**config.mk**
```make
export PLATFORM = sky130hd
export DESIGN_NAME = req_link_buf
export DESIGN_NICKNAME = d
export VERILOG_FILES = /design/src/rtl/node_package.sv /design/src/rtl/link_fifo.sv /design/src/rtl/req_link_buf.sv
export SDC_FILE = /design/constraint.sdc
export NUM_CORES = 1
export LEC_CHECK = 0
export ABC_AREA = 1
export CORE_MARGIN = 2
export CORE_UTILIZATION = 50
export CTS_CLUSTER_SIZE = 16
export DETAILED_ROUTE_END_ITERATION = 8
export GPL_TIMING_DRIVEN = 0
export PLACE_DENSITY = 0.74
export SLEW_MARGIN = 40
export SYNTH_ARGS = -nofsm -noshare
export SYNTH_HDL_FRONTEND = slang
export SYNTH_HIERARCHICAL = 1
export SYNTH_SLANG_ARGS = --single-unit
```
**constraint.sdc**
```tcl
create_clock -name clk -period 2.4 [get_ports clk]
set_input_delay 0.24 -clock clk [delete_from_list [all_inputs] [get_ports clk]]
set_output_delay 0.24 -clock clk [all_outputs]
set_load 0.005 [all_outputs]
```
**src/rtl/node_package.sv**
```systemverilog
// rtl/node_package.sv - shared node types and link-stage sizing
package node_package;

    // Request-channel flit carried between request and subordinate nodes
    typedef struct packed {
        logic [1:0] opcode;
        logic [5:0] addr;
    } ReqType;

    localparam int REQ_LINK_DEPTH = 4;

endpackage

```
**src/rtl/link_fifo.sv**
```systemverilog
// rtl/link_fifo.sv - generic count-tracked storage FIFO for link stages
module link_fifo #(
    parameter type T     = logic [7:0],
    parameter int  DEPTH = 4,
    localparam int AW    = $clog2(DEPTH),
    localparam int CW    = $clog2(DEPTH + 1)
) (
    input  logic          clk,
    input  logic          reset,
    input  logic          push,
    input  T              push_data,
    input  logic          pop,
    output T              head,
    output logic [CW-1:0] count
);

    T              mem [DEPTH];
    logic [AW-1:0] wr_ptr;
    logic [AW-1:0] rd_ptr;

    // Storage is never cleared; stale entries are unreachable once count is reset
    always_ff @(posedge clk) begin
        if (push) begin
            mem[wr_ptr] <= push_data;
        end
    end

    // Pointers wrap naturally; count alone decides full/empty
    always_ff @(posedge clk or posedge reset) begin
        if (reset) begin
            wr_ptr <= '0;
            rd_ptr <= '0;
            count  <= '0;
        end else begin
            if (push) begin
                wr_ptr <= wr_ptr + AW'(1);
            end
            if (pop) begin
                rd_ptr <= rd_ptr + AW'(1);
            end
            count <= count + CW'(push) - CW'(pop);
        end
    end

    assign head = mem[rd_ptr];

endmodule

```
**src/rtl/req_link_buf.sv**
```systemverilog
// rtl/req_link_buf.sv - buffered pre_/v_ link stage on the request channel
module req_link_buf
    import node_package::*;
#(
    parameter int DEPTH = REQ_LINK_DEPTH
) (
    input  logic   clk,
    input  logic   reset,
    output logic   pre_rx_req,
    input  ReqType rx_req,
    input  logic   v_rx_req,
    input  logic   pre_tx_req,
    output ReqType tx_req,
    output logic   v_tx_req,
    output logic   err_ovf
);

    localparam int CW = $clog2(DEPTH + 1);

    logic          pre_q;
    logic [CW-1:0] count;
    logic [CW:0]   reserved;
    logic          push;
    logic          pop;
    ReqType        head;

    // Slots already held plus the one that may be in flight from last cycle's grant
    assign reserved   = {1'b0, count} + {{CW{1'b0}}, pre_q};
    assign pre_rx_req = !reset && (reserved < (CW + 1)'(DEPTH));

    // Only flits arriving on a granted cycle are stored; pop sees pre-push count
    assign push = v_rx_req && pre_q;
    assign pop  = pre_tx_req && (count != '0);

    link_fifo #(
        .T     (ReqType),
        .DEPTH (DEPTH)
    ) u_fifo (
        .clk       (clk),
        .reset     (reset),
        .push      (push),
        .push_data (rx_req),
        .pop       (pop),
        .head      (head),
        .count     (count)
    );

    // Remember this cycle's grant so the next cycle knows a flit may arrive
    always_ff @(posedge clk or posedge reset) begin
        if (reset) begin
            pre_q <= 1'b0;
        end else begin
            pre_q <= pre_rx_req;
        end
    end

    // Registered output stage and sticky violation flag
    always_ff @(posedge clk or posedge reset) begin
        if (reset) begin
            tx_req   <= '0;
            v_tx_req <= 1'b0;
            err_ovf  <= 1'b0;
        end else begin
            v_tx_req <= pop;
            if (pop) begin
                tx_req <= head;
            end
            if (v_rx_req && !pre_q) begin
                err_ovf <= 1'b1;
            end
        end
    end

endmodule

```
==> results.tsv, run 1 <==
stage	metric	value	unit
status	status	complete, no violations	
setup_path	R2R Path Start	u_fifo/count[0]	
detailed_routing	M1 WL	1.749	mm
final_layout	Nets	266	
placement	Routability Congestion	0.7331	
setup_path	CP arrival	2.26	ns
floorplan	io pins	23	
grt	largest net degree at the start of global routing	15	
sta	RSZ-0062 raised after global routing	false	
sta	Worst slew margin	0.6759	
setup_path	Reg2Reg Setup Slack	0.38	ns
grt	initial antenna violation count	0	
logic_synthesis	Post-Synthesis Cells	219	
logic_synthesis	Synth top area share	0.4317	
floorplan	DIE WIDTH	70.72	um
sta	Slew Limit Fails	0	
sta	Setup Viol. Count Final	0	
detailed_routing	total wire length	4.014	mm
final_layout	final non-filler cell total	300	
grt	vias in the first global route	1256	
setup_path	r2r worst-path depth	11	
setup_path	critical path type	reg -> reg	
detailed_routing	DR iter-0 viols	93	
power	Max VDD drop	529.4	uV
floorplan	die area	0.005001	mm^2
logic_synthesis	Seq/Total Area, Yosys	0.6341	
placement	DP HPWL	2.647	mm
clocking	Hold Buf Count CTS	0	
clocking	CTS tree	yes	
final_layout	diodes inserted	0	
clocking	H-Tree Level Count	2	
detailed_routing	Residual DRC	0	
grt	first-pass GRT wire length	6.203	mm
final_layout	fin area	0.002608	mm^2
logic_synthesis	Post-Syn Nets	238	
setup_path	Critical Path End	u_fifo/count[2]	
detailed_routing	antenna-violating nets left	0	
detailed_routing	via/cell ratio	4.760	
placement	port buffer count	21	
power	PD cells	1073	mW/mm^2
floorplan	Initial Util	0.5148	
clocking	clock sink count	50	
setup_path	critical path launch point type	register	
clocking	CTS Buffer Depth	2	
final_layout	share of cells above drive strength 1	0.07661	
power	total power	2.799	mW
clocking	Num CTS Buffers	5	
detailed_routing	Met2 Wirelength	2.104	mm
detailed_routing	metal3 WL	116	um
clocking	Clock transition at path regs	0.08	ns
sta	Min Hold Slack	0.2084	ns
logic_synthesis	Avg Inst Size Synth	10.16	um^2
sta	minimum clock period	2.022	ns
sta	final hold violation count	0	
floorplan	core area	0.004324	mm^2
clocking	CTS resizes	0	
placement	Area after DPL	0.002501	mm^2
run	total of max-cap violations	0	
logic_synthesis	Mapped Area	0.002226	mm^2
logic_synthesis	Yosys reg bits	50	
clocking	Post-CTS Setup Repair Bufs	0	
sta	Worst-Margin Slew	0.4856	ns
setup_path	Cell Chain, Critical Path	nor2_2 > nand2_4 > nand2_8 > inv_2 > ha_1 > inv_1 > ha_1 > fa_1 > inv_1 > nand3_1 > nand2_1	
floorplan	chip height	70.72	um
detailed_routing	Vias	1428	
detailed_routing	DR pass1 iterations	4	
setup_path	Critical Path RT	2.64	ns
clocking	Root Driver	clkbuf_8	
setup_path	Worst setup startpoint	u_fifo/count[0]	
setup_path	critical path's slowest cell	dfrtp_1	
logic_synthesis	Yosys top cell by area	edfxtp_1	
logic_synthesis	yosys warns	6	
setup_path	FF-to-FF End	u_fifo/count[2]	
min_path	HP Class	in -> async	
sta	Setup TNS	0	ns
grt	GRT Residual Overflow	0	
sta	Clock Skew	0.004000	ns
setup_path	CP peak stage delay	0.41	ns
power	P_leak	1.284	nW
final_layout	Area Overhead vs Synth	17.14	%
sta	final period utilization	0.8423	
sta	maximum clock frequency	0.4947	GHz
logic_synthesis	synth top area cells	edfxtp_1 43%, dfrtp_1 20%, nand2_1 11%	
setup_path	CP max FO	9	
grt	All-Layer GR Usage	0.1674	
floorplan	num rows	24	
logic_synthesis	Yosys cell types	18	
setup_path	CP endpoint kind	register	
placement	Placed Cells	292	
detailed_routing	average wire per standard cell	13.38	um
detailed_routing	Top Layer Used	met4	
clocking	Worst-Skew Late Latency	0.29	ns
-- metrics by stage --
step                      worst slack, ns    util
after floorplan                    0.5555       -
after global placement             0.2366  0.5784
after detailed placement           0.1796  0.5784
after CTS                          0.3684  0.6030
after global routing               0.2481  0.6030
final                              0.3784  0.6030
-- placed cells by master (no fill, tap or decap), drive strengths merged --
| cell | netlist | layout |
|---|---|---|
| fa | 1 | 1 |
| bufinv | 0 | 1 |
| dfrtp | 18 | 18 |
| nand3 | 27 | 27 |
| o21bai | 1 | 1 |
| nor2 | 1 | 1 |
| clkbuf | 0 | 7 |
| edfxtp | 32 | 32 |
| buf | 6 | 6 |
| nand2 | 70 | 70 |
| clkdlybuf4s50 | 0 | 21 |
| inv | 53 | 53 |
| o21ai | 1 | 1 |
| xor2 | 3 | 3 |
| ha | 6 | 6 |
-- registers in the layout, indices dropped and copies added, names as in the netlist --
signal,flops
u_fifo/mem,32
tx_req,8
u_fifo/count,3
u_fifo/rd_ptr,2
u_fifo/wr_ptr,2
err_ovf,1
pre_q,1
v_tx_req,1
-- per-layer routing --
layer  track usage  up-vias
met2        0.2856       30
met5             0        -
met3       0.03846        4
li1              -      726
met1        0.2088      668
met4       0.06289        0
-- synthesized netlist by cell type --
| cell | number |
|---|---|
| inv_1 | 49 |
| dfrtp_1 | 18 |
| buf_4 | 1 |
| nand3_1 | 27 |
| inv_4 | 1 |
| xor2_1 | 3 |
| o21ai_0 | 1 |
| o21bai_1 | 1 |
| inv_2 | 3 |
| buf_2 | 2 |
| nand2_1 | 68 |
| nor2_2 | 1 |
| edfxtp_1 | 32 |
| buf_6 | 3 |
| nand2_8 | 1 |
| fa_1 | 1 |
| nand2_4 | 1 |
| ha_1 | 6 |
-- cell families after synthesis --
family	Yosys count	synth area share
fa+ha+maj	7	0.04272
compound gates	2	0.005620
simple gates	98	0.1922
xor+xnor	3	0.01181
buf+inv	59	0.1136
flops	50	0.6341
-- power by group --
part	total (mW)	internal, mW	switching, mW
combinational	1.03	0.444	0.582
sequential	1.21	1.10	0.104
clock	0.566	0.312	0.254
total	2.80	1.86	0.940
-- final cells by class --
class	instances	area (um^2)
Clock inverter	1	30.03
Fill cell	388	1717
Tap cell	52	65.06
Timing Repair Buffer	21	210.2
Multi-Input combinational cell	110	561.8
Buffer	6	51.30
Inverter	53	201.4
Sequential cell	50	1411
Clock buffer	7	76.32
-- critical path, delay by kind of cell (launching register included) --
family                     cells  cell delay [ns]
buffers and inverters          3             0.17
and+or+nand+nor                5             0.53
DFF                            1             0.41
adders and majority gates      3             0.85
-- worst min-delay path by stage --
stage / to / slack [ns] / cells past startpoint
6_report: u_fifo/count[2] / 0.21 / 2
3_5_place_dp: tx_req[5] / 0.46 / 2
5_1_grt: u_fifo/count[2] / 0.22 / 2
4_1_cts: u_fifo/count[1] / 0.20 / 2
2_1_floorplan: u_fifo/count[0] / 0.04 / 1
3_3_place_gp: tx_req[5] / 0.45 / 2
No activity file was read; power rests on OpenSTA's default activity.
==> inputs of run 2 (changes only) <==
Settings changed: PLACE_DENSITY 0.74 to 0.76.
Clock period 2.4 ns to 1.7 ns, I/O delays scaled along.
==> results.tsv, run 2 (synthesis gave the netlist of run 1 again) <==
stage	metric	value	unit
sta	final setup margin	-0.03814	ns
final_layout	Largest regs	u_fifo/mem x32, tx_req x8, u_fifo/count x3	
detailed_routing	via/cell ratio	4.624	
detailed_routing	total wire length	3.721	mm
clocking	H-Tree Level Count	2	
final_layout	Largest Register	u_fifo/mem	
setup_path	CP top delay family	adder cells	
setup_path	R2R Path Start	u_fifo/count[0]	
power	PD cells	1486	mW/mm^2
setup_path	Bufs and invs on worst path	2	
power	P_sw	1.351	mW
clocking	Worst-Skew Late Latency	0.30	ns
final_layout	fin area	0.002693	mm^2
min_path	HP Class	in -> async	
detailed_routing	DR pass1 iterations	4	
placement	DP HPWL	2.499	mm
floorplan	chip height	70.72	um
setup_path	Reg2Reg Setup Slack	-0.04	ns
placement	Area after DPL	0.002534	mm^2
setup_path	Cell Chain, Critical Path	nor2_2 > nand2_4 > nand2_8 > inv_8 > ha_4 > inv_2 > ha_4 > fa_2	
sta	final hold violation count	0	
floorplan	Initial Util	0.5148	
floorplan	num rows	24	
final_layout	Largest register FFs	32	
clocking	clock sink count	50	
sta	Setup Viol. Count Final	2	
power	Seq pwr share	0.422	
floorplan	die area	0.005001	mm^2
clocking	CTS tree	yes	
status	status	finished with violations	
clocking	Hold Buf Count CTS	0	
run	total of max-cap violations	0	
floorplan	core area	0.004324	mm^2
setup_path	r2r worst-path depth	8	
grt	vias in the first global route	1298	
setup_path	critical path type	reg -> reg	
detailed_routing	Residual DRC	0	
final_layout	Nets	272	
setup_path	most frequent CP cell	ha_4	
power	internal power	2.651	mW
setup_path	CP max FO	2	
setup_path	critical path launch point type	register	
power	Max VDD drop	772.1	uV
setup_path	FF-to-FF End	u_fifo/count[1]	
grt	All-Layer GR Usage	0.1685	
final_layout	most frequent cells in the layout	68 x nand2_1, 46 x inv_1, 32 x edfxtp_1	
detailed_routing	Vias	1415	
placement	port buffer count	21	
power	clock network fraction of total power	0.186	
power	Sw Ratio	0.3376	
grt	first-pass GRT wire length	6.216	mm
sta	final period utilization	1.022	
sta	Slew Limit Fails	0	
final_layout	diodes inserted	0	
floorplan	DIE WIDTH	70.72	um
sta	minimum clock period	1.738	ns
grt	GRT Residual Overflow	0	
status	failing checks	setup timing	
setup_path	CP peak stage delay	0.51	ns
sta	Clock Skew	0.007593	ns
clocking	Clock transition at path regs	0.09	ns
final_layout	share of cells above drive strength 1	0.1260	
detailed_routing	antenna-violating nets left	0	
floorplan	io pins	23	
sta	Worst slew margin	0.7402	
setup_path	critical path's slowest cell	fa_2	
grt	largest net degree at the start of global routing	15	
final_layout	Area Overhead vs Synth	20.97	%
sta	maximum clock frequency	0.5753	GHz
final_layout	commonest non-fill, non-tap cell in the layout	nand2_1	
setup_path	CP endpoint kind	register	
clocking	Root Driver	clkbuf_8	
setup_path	Critical Path RT	1.94	ns
clocking	CTS Buffer Depth	2	
sta	RSZ-0062 raised after global routing	true	
sta	Min Hold Slack	0.1879	ns
sta	Setup TNS	-0.07535	ns
power	Comb power frac	0.392	
clocking	Num CTS Buffers	5	
grt	initial antenna violation count	0	
sta	Worst-Margin Slew	0.3893	ns
power	P_leak	1.310	nW
setup_path	CP arrival	1.98	ns
detailed_routing	DR iter-0 viols	53	
placement	Routability Congestion	0.7854	
detailed_routing	average wire per standard cell	12.16	um
run 2: changes by cell type in the layout (fill, tap and decap cells not counted), sizes merged:
cell,previous run,this run
clkdlybuf4s50,21,20
clkinvlp,0,1
dlygate4sd2,0,1
inv,53,52
bufinv,1,0
buf,6,12
clkbuf,7,8
run 2: power groups by stage:
stage / registers (mW) / logic, mW / clock network [mW]
floorplan: 1.72 / 0.981 / 0
global placement: 1.72 / 1.43 / 0
detailed placement: 1.73 / 1.48 / 0
CTS: 1.69 / 1.57 / 0.771
global route: 1.72 / 1.79 / 0.826
finish: 1.69 / 1.57 / 0.745
run 2: routing by layer:
metal	share of wire	track usage	vias to the layer above
li1	-	-	734
met1	0.45	0.2208	648
met2	0.49	0.2627	27
met3	0.043	0.05128	6
met4	0.019	0.07128	0
met5	0	0	-
run 2: repair_timing:
| action | CTS | global route |
|---|---|---|
| endpoints found under the hold margin | 0 | 0 |
| pin swaps | 4 | 0 |
| endpoints found under the setup margin | 3 | 2 |
| gates cloned | 0 | 0 |
| resized for setup | 4 | 2 |
| setup buffers | 6 | 0 |
run 2: stage by stage:
stage	total power [mW]	worst slack [ns]	std cells	utilization
after floorplan	2.696	-0.09343	219	-
after global placement	3.155	-0.3422	292	0.5859
after detailed placement	3.211	-0.3461	292	0.5859
after CTS	4.027	-0.04266	306	0.6215
after global routing	4.331	-0.1318	306	0.6227
final	4.002	-0.03814	306	0.6227
run 2: worst register-to-register path, delay by kind of cell (launching register included):
kind,cells,cell delay (ns)
buffers and inverters,2,0.07
AND/OR/NAND/NOR,3,0.32
flip-flops,1,0.39
adder cells (fa/ha/maj),3,0.90
run 2: cell type report:
class,count,area [um^2]
Multi-Input combinational cell,110,594.3
Buffer,6,53.80
Tap cell,52,65.06
Timing Repair Buffer,27,254.0
Inverter,53,212.7
Fill cell,367,1632
Clock buffer,8,101.3
Sequential cell,50,1411
run 2: worst max-delay path by stage:
stage	startpoint	to	slack, ns	cells after the start
6_report	u_fifo/count[0]	u_fifo/count[1]	-0.04	8
5_1_grt	u_fifo/count[0]	u_fifo/count[2]	-0.13	10
2_1_floorplan	u_fifo/count[0]	u_fifo/count[1]	-0.09	8
3_3_place_gp	v_rx_req	u_fifo/count[2]	-0.34	11
4_1_cts	u_fifo/count[0]	u_fifo/count[1]	-0.04	8
3_5_place_dp	v_rx_req	u_fifo/count[1]	-0.35	9
